$ cat src/rtl/hamming_pkg.sv
// Shared Hamming [7,4] definitions: widths, types and the pure parity/syndrome
// helpers used by both the decoder and any matching encoder.
package hamming_pkg;

  localparam int DATA_W = 4;
  localparam int CODE_W = 7;
  localparam int SYN_W  = 3;

  typedef logic [DATA_W-1:0] data_t;
  typedef logic [CODE_W-1:0] code_t;
  typedef logic [SYN_W-1:0]  syn_t;

  // Bit i of the codeword is position i+1; parity bits sit at positions 1, 2 and 4.
  function automatic syn_t calc_syndrome(code_t cw);
    syn_t s;
    s[0] = cw[0] ^ cw[2] ^ cw[4] ^ cw[6];
    s[1] = cw[1] ^ cw[2] ^ cw[5] ^ cw[6];
    s[2] = cw[3] ^ cw[4] ^ cw[5] ^ cw[6];
    return s;
  endfunction

  function automatic data_t extract_data(code_t cw);
    return {cw[6], cw[5], cw[4], cw[2]};
  endfunction

  function automatic code_t encode(data_t d);
    code_t cw;
    cw[2] = d[0];
    cw[4] = d[1];
    cw[5] = d[2];
    cw[6] = d[3];
    cw[0] = d[0] ^ d[1] ^ d[3];
    cw[1] = d[0] ^ d[2] ^ d[3];
    cw[3] = d[1] ^ d[2] ^ d[3];
    return cw;
  endfunction

endpackage

$ cat src/rtl/hamming_sec_counter.sv
// Accepted-word counter (wrapping) and corrected-word counter (saturating),
// both cleared by clr_i, which wins over a same-cycle increment.
module hamming_sec_counter (
  input  logic        clk,
  input  logic        rst,
  input  logic        clr_i,
  input  logic        word_inc_i,
  input  logic        corr_inc_i,
  output logic [15:0] word_cnt_o,
  output logic [15:0] corr_cnt_o
);

  logic [15:0] word_cnt_q, word_cnt_d;
  logic [15:0] corr_cnt_q, corr_cnt_d;

  always_comb begin
    word_cnt_d = word_cnt_q;
    corr_cnt_d = corr_cnt_q;
    if (clr_i) begin
      word_cnt_d = '0;
      corr_cnt_d = '0;
    end else begin
      if (word_inc_i)
        word_cnt_d = word_cnt_q + 16'd1;
      if (corr_inc_i && corr_cnt_q != 16'hFFFF)
        corr_cnt_d = corr_cnt_q + 16'd1;
    end
  end

  always_ff @(posedge clk) begin
    if (rst) begin
      word_cnt_q <= '0;
      corr_cnt_q <= '0;
    end else begin
      word_cnt_q <= word_cnt_d;
      corr_cnt_q <= corr_cnt_d;
    end
  end

  assign word_cnt_o = word_cnt_q;
  assign corr_cnt_o = corr_cnt_q;

endmodule

$ cat src/rtl/hamming_decoder.sv
// Two-stage single-error-correcting Hamming [7,4] decoder with valid/ready flow
// control: stage 1 holds codeword+syndrome, stage 2 holds the corrected result.
module hamming_decoder
  import hamming_pkg::*;
(
  input  logic        clk,
  input  logic        rst,
  input  logic        in_valid,
  output logic        in_ready,
  input  code_t       codeword,
  output logic        out_valid,
  input  logic        out_ready,
  output data_t       data,
  output logic        corrected,
  output syn_t        syndrome,
  input  logic        clr_cnt,
  output logic [15:0] word_cnt,
  output logic [15:0] corr_cnt
);

  logic  s1_valid_q;
  code_t s1_code_q;
  syn_t  s1_syn_q;

  logic  s2_valid_q;
  data_t s2_data_q, s2_data_d;
  logic  s2_corr_q, s2_corr_d;
  syn_t  s2_syn_q;

  logic  s1_adv, s2_adv;
  code_t fixed_code;

  assign s2_adv   = !s2_valid_q || out_ready;
  assign s1_adv   = !s1_valid_q || s2_adv;
  assign in_ready = s1_adv;

  // A nonzero syndrome names the 1-based position of the bit to invert.
  for (genvar gi = 0; gi < CODE_W; gi++) begin : g_fix
    assign fixed_code[gi] = s1_code_q[gi] ^ (s1_syn_q == syn_t'(gi + 1));
  end

  always_comb begin
    s2_data_d = extract_data(fixed_code);
    s2_corr_d = |s1_syn_q;
  end

  always_ff @(posedge clk) begin
    if (rst) begin
      s1_valid_q <= 1'b0;
      s1_code_q  <= '0;
      s1_syn_q   <= '0;
      s2_valid_q <= 1'b0;
      s2_data_q  <= '0;
      s2_corr_q  <= 1'b0;
      s2_syn_q   <= '0;
    end else begin
      if (s1_adv) begin
        s1_valid_q <= in_valid;
        if (in_valid) begin
          s1_code_q <= codeword;
          s1_syn_q  <= calc_syndrome(codeword);
        end
      end
      if (s2_adv) begin
        s2_valid_q <= s1_valid_q;
        if (s1_valid_q) begin
          s2_data_q <= s2_data_d;
          s2_corr_q <= s2_corr_d;
          s2_syn_q  <= s1_syn_q;
        end
      end
    end
  end

  assign out_valid = s2_valid_q;
  assign data      = s2_data_q;
  assign corrected = s2_corr_q;
  assign syndrome  = s2_syn_q;

  hamming_sec_counter u_cnt (
    .clk        (clk),
    .rst        (rst),
    .clr_i      (clr_cnt),
    .word_inc_i (s2_valid_q && out_ready),
    .corr_inc_i (s2_valid_q && out_ready && s2_corr_q),
    .word_cnt_o (word_cnt),
    .corr_cnt_o (corr_cnt)
  );

endmodule
$ cat config.mk
export PLATFORM = sky130hd
export DESIGN_NAME = hamming_decoder
export DESIGN_NICKNAME = d
export VERILOG_FILES = /design/src/rtl/hamming_pkg.sv /design/src/rtl/hamming_sec_counter.sv /design/src/rtl/hamming_decoder.sv
export SDC_FILE = /design/constraint.sdc
export NUM_CORES = 1
export LEC_CHECK = 0
export CAP_MARGIN = 10
export CELL_PAD_IN_SITES_DETAIL_PLACEMENT = 0
export CELL_PAD_IN_SITES_GLOBAL_PLACEMENT = 1
export CORE_MARGIN = 1
export CORE_UTILIZATION = 40
export CTS_CLUSTER_SIZE = 30
export DETAILED_ROUTE_END_ITERATION = 8
export PLACE_DENSITY_LB_ADDON = 0.08
export SLEW_MARGIN = 15
export SYNTH_ARGS = -nofsm -noshare
export SYNTH_HDL_FRONTEND = slang
export SYNTH_SLANG_ARGS = --single-unit
$ cat constraint.sdc
create_clock -name clk -period 4.2 [get_ports clk]
set_input_delay 1.05 -clock clk [delete_from_list [all_inputs] [get_ports clk]]
set_output_delay 1.05 -clock clk [all_outputs]
set_load 0.01 [all_outputs]
==> results of run 1 <==
==> placed cells by master (no fill, tap or decap), types with 11 or more instances in the layout <==
cell type	netlist	final
sky130_fd_sc_hd__nor2_1	34	34
sky130_fd_sc_hd__nand4_1	12	12
sky130_fd_sc_hd__dfxtp_1	49	49
sky130_fd_sc_hd__clkdlybuf4s50_1	0	53
sky130_fd_sc_hd__xor2_1	11	11
sky130_fd_sc_hd__nand2_1	21	21
sky130_fd_sc_hd__a21oi_1	17	17
sky130_fd_sc_hd__xnor2_1	12	12
==> how the worst min path moves through the flow <==
stage,cells after the start,from,slack [ns],to
3_3_place_gp,2,s1_valid_q,0.45,out_valid
6_report,2,s1_valid_q,0.46,out_valid
4_1_cts,2,s1_valid_q,0.47,out_valid
5_1_grt,2,s1_valid_q,0.52,out_valid
3_5_place_dp,2,s1_valid_q,0.45,out_valid
2_1_floorplan,2,s1_valid_q,0.43,out_valid
==> stage by stage <==
stage | cells | worst slack [ns] | hold slack [ns] | power, mW
after floorplan | 271 | 1.68 | 0.434 | 0.544
after global placement | 387 | 0.783 | 0.448 | 0.575
after detailed placement | 387 | 0.782 | 0.453 | 0.576
after CTS | 395 | 0.774 | 0.465 | 0.927
after global routing | 395 | 0.717 | 0.518 | 0.954
final | 395 | 0.784 | 0.463 | 0.915
==> power by group <==
group | switching (mW) | leakage, nW | total (mW) | internal [mW]
logic | 0.0362 | 0.542 | 0.0762 | 0.0400
clock network | 0.157 | 0.0585 | 0.351 | 0.194
registers | 0.0120 | 0.398 | 0.487 | 0.475
total | 0.205 | 0.998 | 0.915 | 0.710
==> critical path: cells and delay by family <==
kind	cells	cell delay [ns]
AND/OR/NAND/NOR	1	0.15
buffers and inverters	3	1.16
==> routing by layer <==
layer / vias to the layer above / share of wire [%] / GRT usage (%)
met5: - / 0 / 0
met4: 0 / 1.3 / 5.93
met3: 5 / 5.2 / 5.35
met2: 45 / 44 / 29.1
met1: 944 / 49 / 25.0
li1: 1091 / - / -
==> layout make-up <==
cell class	instances	area, um2
fill	540	2530
tap	72	90.1
multi-input combinational	204	1280
sequential	49	981
clock inverter	1	30.0
inverter	6	22.5
timing repair buffer	56	553
clock buffer	7	86.3
==> sequential cells by signal (all words and copies together), names as in the netlist <==
name and cells:
corrected 1, data 4, out_valid 1, s1_code_q 4
s1_syn_q 3, s1_valid_q 1, syndrome 3, u_cnt.corr_cnt_o 16
u_cnt.word_cnt_o 16
==> kinds of logic after synthesis <==
logic type,share of synthesized area [%]
compound gates,13.9
xor+xnor,8.58
fa+ha+maj,1.07
buf+inv,3.68
flops,41.8
mux,4.26
simple gates,26.8
==> results.md, run 1 <==
- During synthesis, Yosys emitted a total of 0 warnings.
- The worst register-to-register path ends at u_cnt.corr_cnt_o[15].
- Dividing the detail-routed via count by the number of cells gives 5.28.
- The number of rows created at floorplan is 27.
- The final period demand of the worst path is 3.42 ns.
- The number of flops mapped to enable cells by yosys is 0.
- The startpoint of the most critical register-to-register path is u_cnt.corr_cnt_o[6].
- After routing, the total negative slack on setup checks comes to 0 ns.
- For the pin with the worst max-slew slack, the measured transition is 0.931 ns.
- Timing would allow up to approximately 0.3 GHz.
- Traced cell by cell, the critical path runs through clkdlybuf4s50_1 > buf_4 > nand3b_1 > clkdlybuf4s50_1.
- In this run the tool buffered the top-level ports with 53 buffer cells.
- Ranked by instance count, the synthesized netlist is headed by sky130_fd_sc_hd__dfxtp_1 (49), sky130_fd_sc_hd__nor2_1 (34), sky130_fd_sc_hd__nand2_1 (21), sky130_fd_sc_hd__a21oi_1 (17).
- The number of antenna violations at the first check in global routing is 0.
- From bottom edge to top edge, the die measures 78.6 um.
- The library cell with the highest instance count after synthesis is sky130_fd_sc_hd__dfxtp_1.
- In this run the static leakage power is around 1.0 nW.
- Clock skew on the completed layout was measured at about 0.0042 ns.
- After global routing the overflow that remains totals 0.
- The number of gates resized after CTS was 0.
- For this design the ratio of total power to cell area is 301 nW/um2.
- The placed wire-length estimate is approximately 3700 um.
- Measured in cells, the most critical reg-to-reg path has a length of 4.
- The data required time at the worst endpoint is approximately 3.2 ns.
- The setup slack on the worst flop-to-flop path is 2.13 ns.
- The post-layout instance area is 3040 um2.
- The cell area after synthesis is 2350 um2.
- The number of violations of the max-capacitance limit is 0.
- The share of flip-flops with an asynchronous set or reset is 0%.
- The number of max-slew violations in the final report is 0.
- Counting stages on the worst path, the most repeated cell is sky130_fd_sc_hd__clkdlybuf4s50_1.
- The insertion delay of the later-clocked pin in the worst-skew pair is roughly 0.3 ns.
- After detailed routing, the number of remaining DRC violations is 0.
- Clock-pin slew was measured on the worst setup and hold paths at roughly 0.08 ns.
- The boundary pin count is 54.
- The final worst-path cycle share is 81.3%.
- Yosys attributes the largest share of cell area to sky130_fd_sc_hd__dfxtp_1 (42%), sky130_fd_sc_hd__nor2_1 (5.4%), sky130_fd_sc_hd__xnor2_1 (4.5%).
- After synthesis, the mean cell area works out to 8.66 um2.
- The residual antenna-violating net count after detailed routing is 0.
- The critical setup path kind is primary input to output pin.
- The detail-routed net length per standard cell is between 10 and 15 um.
- The synthesized design contains 49 register bits.
- The flow ran to the end, and the final reports show no timing, DRC or antenna violations.
- The die covers 6180 um2.
- Relative to the synthesized area, the layout overhead comes to 29.6%.
- The wire length of the first global-routing pass is just over 9000 um.
- The total wire length after detailed routing is 5190 um.
- The number of buffers added to fix hold violations after cts is 0.
- The capturing instance or port of the critical path is in_ready.
- Clock tree synthesis inserted a total of 5 buffers.
- The number of nets produced by synthesis is 285.
- The final antenna diode count is 0.
- In the synthesized netlist the dominant register cell turns out to be sky130_fd_sc_hd__dfxtp_1.
- The count of routing violations after the opening detailed-route iteration is 108.
- The largest net degree at the start of global routing is 28.
- Global routing used 18.8% of the available tracks.
- The critical path launch point is out_ready.
- The arrival time of data at the critical path endpoint is 2.37 ns.
- The worst slew slack as a fraction of its limit is 37.4%.
- Across the VDD grid, the largest voltage drop is 0.209 mV.
- The via count of the first global-routing pass came to around 2000.
- The largest individual stage delay along the critical path comes from the cell sky130_fd_sc_hd__clkdlybuf4s50_1.
- The via total after detailed routing is 2085.
- The die is around 79 um wide.
- No sink is reached through more buffers than the 2 on the longest clock path.
- Counting every instance in the synthesized netlist gives 271.
- The area share of the leading cell type in the synthesized netlist is 41.8%.
- STA classifies the critical path endpoint as an output pin.
- CTS built an H-tree with a depth of 2.
- The worst-path maximum fanout is 11.
- The first-pass iteration count of the detailed router is 4.
- The layout cell share with drive strength beyond 1 is 4.95%.
- The layout net count is 336.
- Of all cell types, the one taking the most synthesized area is sky130_fd_sc_hd__dfxtp_1.
- The setup-violating endpoint count in the final report is 0.
- The placed instances occupy a cell area of 2930 um2.
- The clock root buffer is sky130_fd_sc_hd__clkbuf_8.
- For this run, the slowest stage of the critical path takes 0.55 ns.
- Setup repair after global routing left no endpoint under its margin.
- The sequential element share of the synthesized area is 41.8%.
- TritonCTS built the clock tree.
- The worst setup path is launched from a primary input.
- The final estimated routing congestion in global placement is approximately 0.77.
- The final core area utilization is 54.6%.
- The number of distinct library cells after synthesis is 39.
- The area of the placeable core is 5570 um2.
- The clock net sink count is 49.
- The effective utilization at floorplan is 42.1%.
- The count of buffers added by post-CTS timing repair for setup is 0.
- The class of the most critical hold timing path is flop to flop.
- The number of hold-slack violations in the final timing report came to 0.
(Power assumes the default switching activity.)
==> inputs of run 2 (changes only) <==
- CORE_UTILIZATION: 40 -> 33
- clock period: 4.2 -> 2.8 ns (I/O delays scaled with it)
==> run 2 against run 1 <==
Against the previous run: cell area is 2.9% higher; critical path depth is 1 lower; routed wire length is 4.4% higher; combinational power is 54% higher; clock-buffer cell count is 2 lower; cell count is 7.3% higher; non-clock buffer count is 5 higher; clock skew is 0.0069 ns higher; via count is 0.67% higher; critical path type unchanged; largest cell class unchanged; sequential power is 50% higher.
==> results.md, run 2 (synthesized netlist as in run 1, its figures left out) <==
- The run finished with clean final reports.
- The final period demand of the worst path is 2.57 ns.
- The residual antenna-violating net count after detailed routing is 0 (unchanged).
- The via total after detailed routing is 2099 (+0.67%).
- The ratio of routed vias to standard cells is 4.95 (-6.2%).
- The number of max-slew violations in the final report is 0 (unchanged).
- The clock-pin slew reported for the worst setup and hold paths after clock tree synthesis is 0.10 ns (+0.02 ns).
- The vertical die dimension came to 86.3 um (+9.8%).
- Leaving out fill and tap cells, the most frequent cell in the layout is sky130_fd_sc_hd__clkdlybuf4s50_1.
- The number of violations of the max-capacitance limit is 0 (unchanged).
- The first-pass iteration count of the detailed router is 4 (unchanged).
- After layout, the worst path uses 91.8% of the clock period.
- The standby leakage power is 1.03 nW (+3.4%).
- The area overhead of the layout relative to synthesis is 33.4%.
- The setup total negative slack is 0 ns (unchanged).
- The via count of the first global-routing pass is 1926 (-1.7%).
- The total of cells resized after clock tree synthesis is 0 (unchanged).
- The overall track demand over capacity in global routing was 15.7% (-3.1 points).
- The final core area utilization was 45.8% (-8.7 points).
- The final antenna diode count is 0 (unchanged).
- The number of rows created at floorplan is 30 (+11%).
- The count of buffers added by post-CTS timing repair for setup is 0 (unchanged).
- The buffering stage count on the worst path with inverters included is 2 (-1).
- The floorplan die width is 86.3 um (+9.8%).
- The clock net sink count came to 49 (unchanged).
- The power density over the cells was 466 nW/um2 (+55%).
- Setup repair after global routing left no endpoint under its margin.
- The critical setup path kind is primary input to output pin.
- The worst slew slack as a fraction of its limit was 46.4% (+8.9 points).
- The library cells used most frequently in the layout, excluding fill and tap cells, are sky130_fd_sc_hd__clkdlybuf4s50_1 (53), sky130_fd_sc_hd__dfxtp_1 (49), sky130_fd_sc_hd__nor2_1 (34).
- The worst-path maximum fanout is 3 (-8).
- The wire length of the first global-routing pass was 9360 um (+1.9%).
- The cell that appears most often on the critical path is sky130_fd_sc_hd__clkdlybuf4s50_1.
- The share of total power in sequential cells is 50.2% (-3.1 points).
- Traced cell by cell, the critical path runs through clkdlybuf4s50_1 > nand3b_1 > clkdlybuf4s50_1.
- The number of hold-slack violations in the final timing report was 0 (unchanged).
- The sum of overflow across all layers after global routing was 0 (unchanged).
- The detail-routed net length per standard cell is 12.8 um (-2.8%).
- The maximum number of buffers from clock root to sink is 2 (unchanged).
- The layout cell share with drive strength beyond 1 is 6.71% (+1.8 points).
- The setup slack at placement is 0.110 ns (-0.672 ns).
- The final estimated routing congestion in global placement came to 0.721 (-6.8%).
- The startpoint class of the critical path is a primary input.
- The final worst slack is 0.229 ns (-0.555 ns).
- The placed wire-length estimate is 3880 um (+5.4%).
- The largest net degree at the start of global routing is 23 (-18%).
- The net switching power figure is 0.325 mW (+58%).
- The data required time at the worst endpoint is 2.10 ns (-1.05 ns).
- The area of the placeable core is 6830 um2 (+23%).
- The number of standard cells in the final layout excluding fillers is 424 (+7.3%).
- On the critical path, the stage with the largest delay is an instance of sky130_fd_sc_hd__clkdlybuf4s50_1.
- The total of fill cells in the finished design is 707 (+31%).
- The layout net count is 341 (+1.5%).
- The maximum clock frequency is 0.389 GHz.
- The insertion delay of the later-clocked pin in the worst-skew pair is 0.31 ns (about the same).
- The arrival time of data at the critical path endpoint is 1.87 ns (-0.50 ns).
- The clock root buffer is sky130_fd_sc_hd__clkbuf_8.
- The worst setup path is captured at an output pin.
- The number of CTS-inserted buffers was 5 (unchanged).
- The count of routing violations after the opening detailed-route iteration was 39 (-64%).
- The stage delay of the slowest cell on the critical path was 0.55 ns (about the same).
- The share of total power in combinational logic is 8.0% (-0.3 points).
- The H-tree depth reported by CTS is 2 (unchanged).
- The die outline area is 7450 um2 (+21%).
- The number of buffers added on ports was 53 (unchanged).
- The maximum ir drop on the vdd rail was 0.206 mV (-1.7%).
- The boundary pin count came to 54 (unchanged).
- The clock tree from TritonCTS is yes.
- The internal power is 1.14 mW (+60%).
- The setup clock skew after layout is 0.0110 ns (+0.00686 ns).
- The switching part of the total power is 22.2% (-0.20 points).
- The post-placement cell area is 2990 um2 (+2.3%).
- The number of antenna violations at the first check in global routing is 0 (unchanged).
- The setup-violating endpoint count in the final report is 0 (unchanged).
- The actual slew at the worst max-slew pin was 0.797 ns (-0.134 ns).
- The number of buffers added to fix hold violations after cts is 0 (unchanged).
- The min-delay analysis places its worst path in the category flop to flop.
- The part of the power in the clock network was 41.8% (+3.4 points).
- The number of placed instances with taps included is 416 (+7.5%).
- The total wire length after detailed routing came to 5420 um (+4.4%).
- The effective utilization at floorplan is 34.4% (-7.8 points).
- In this design, the largest share of critical-path delay is due to buffers and inverters.
- The number of remaining DRC errors was 0 (unchanged).
- The post-layout instance area was 3130 um2 (+2.9%).
## run 2: changes by cell type in the layout (fill, tap and decap cells not counted), sizes merged
cell	previous run	this run
buf	3	8
bufinv	1	2
inv	6	7
clkbuf	7	5
## run 2: through the flow
| step | hold WS, ns | total power, mW |
|---|---|---|
| 6_report | 0.466 | 1.46 |
| 5_1_grt | 0.512 | 1.53 |
| 4_1_cts | 0.469 | 1.49 |
| 3_5_place_dp | 0.452 | 0.867 |
| 3_3_place_gp | 0.452 | 0.867 |
| 2_1_floorplan | 0.434 | 0.817 |
## run 2: worst register-to-register path, cell delays in order, from the launching register on
cell and delay [ns]:
sky130_fd_sc_hd__dfxtp_1 0.46, sky130_fd_sc_hd__ha_1 0.26, sky130_fd_sc_hd__nand2_1 0.10, sky130_fd_sc_hd__or3_1 0.49, sky130_fd_sc_hd__or4_1 0.53, sky130_fd_sc_hd__a21oi_1 0.14
## run 2: path summary, 6_finish.rpt
kind	slack [ns]	from	to	cells past startpoint
setup reg to reg	0.75	u_cnt.corr_cnt_o[0]	u_cnt.corr_cnt_o[8]	5
hold reg to reg	0.47	s1_valid_q	out_valid	2
hold / removal	0.47	s1_valid_q	out_valid	2
setup / recovery	0.23	out_ready	in_ready	3
## run 2: power by group through the flow
stage	combinational (mW)	clock [mW]	sequential, mW
2_1_floorplan	0.0703	0	0.746
3_3_place_gp	0.118	0	0.749
3_5_place_dp	0.119	0	0.749
4_1_cts	0.119	0.636	0.733
5_1_grt	0.130	0.661	0.736
6_report	0.117	0.610	0.732
## run 2: final cells by class
| cell class | instances | area (um2) | share of cell area, % |
|---|---|---|---|
| Sequential cell | 49 | 981 | 31.3 |
| Clock buffer | 5 | 68.8 | 2.20 |
| Multi-Input combinational cell | 204 | 1280 | 40.9 |
| Timing Repair Buffer | 61 | 591 | 18.9 |
| Clock inverter | 3 | 68.8 | 2.20 |
| Inverter | 6 | 22.5 | 0.719 |
| Tap cell | 96 | 120 | 3.84 |
## run 2: per-layer routing
layer	GRT usage (%)	vias to the layer above	share of wire, %
met1	20.6	953	50
li1	-	1105	-
met4	4.09	0	0.81
met5	0	-	0
met3	4.00	4	4.5
met2	25.8	37	44
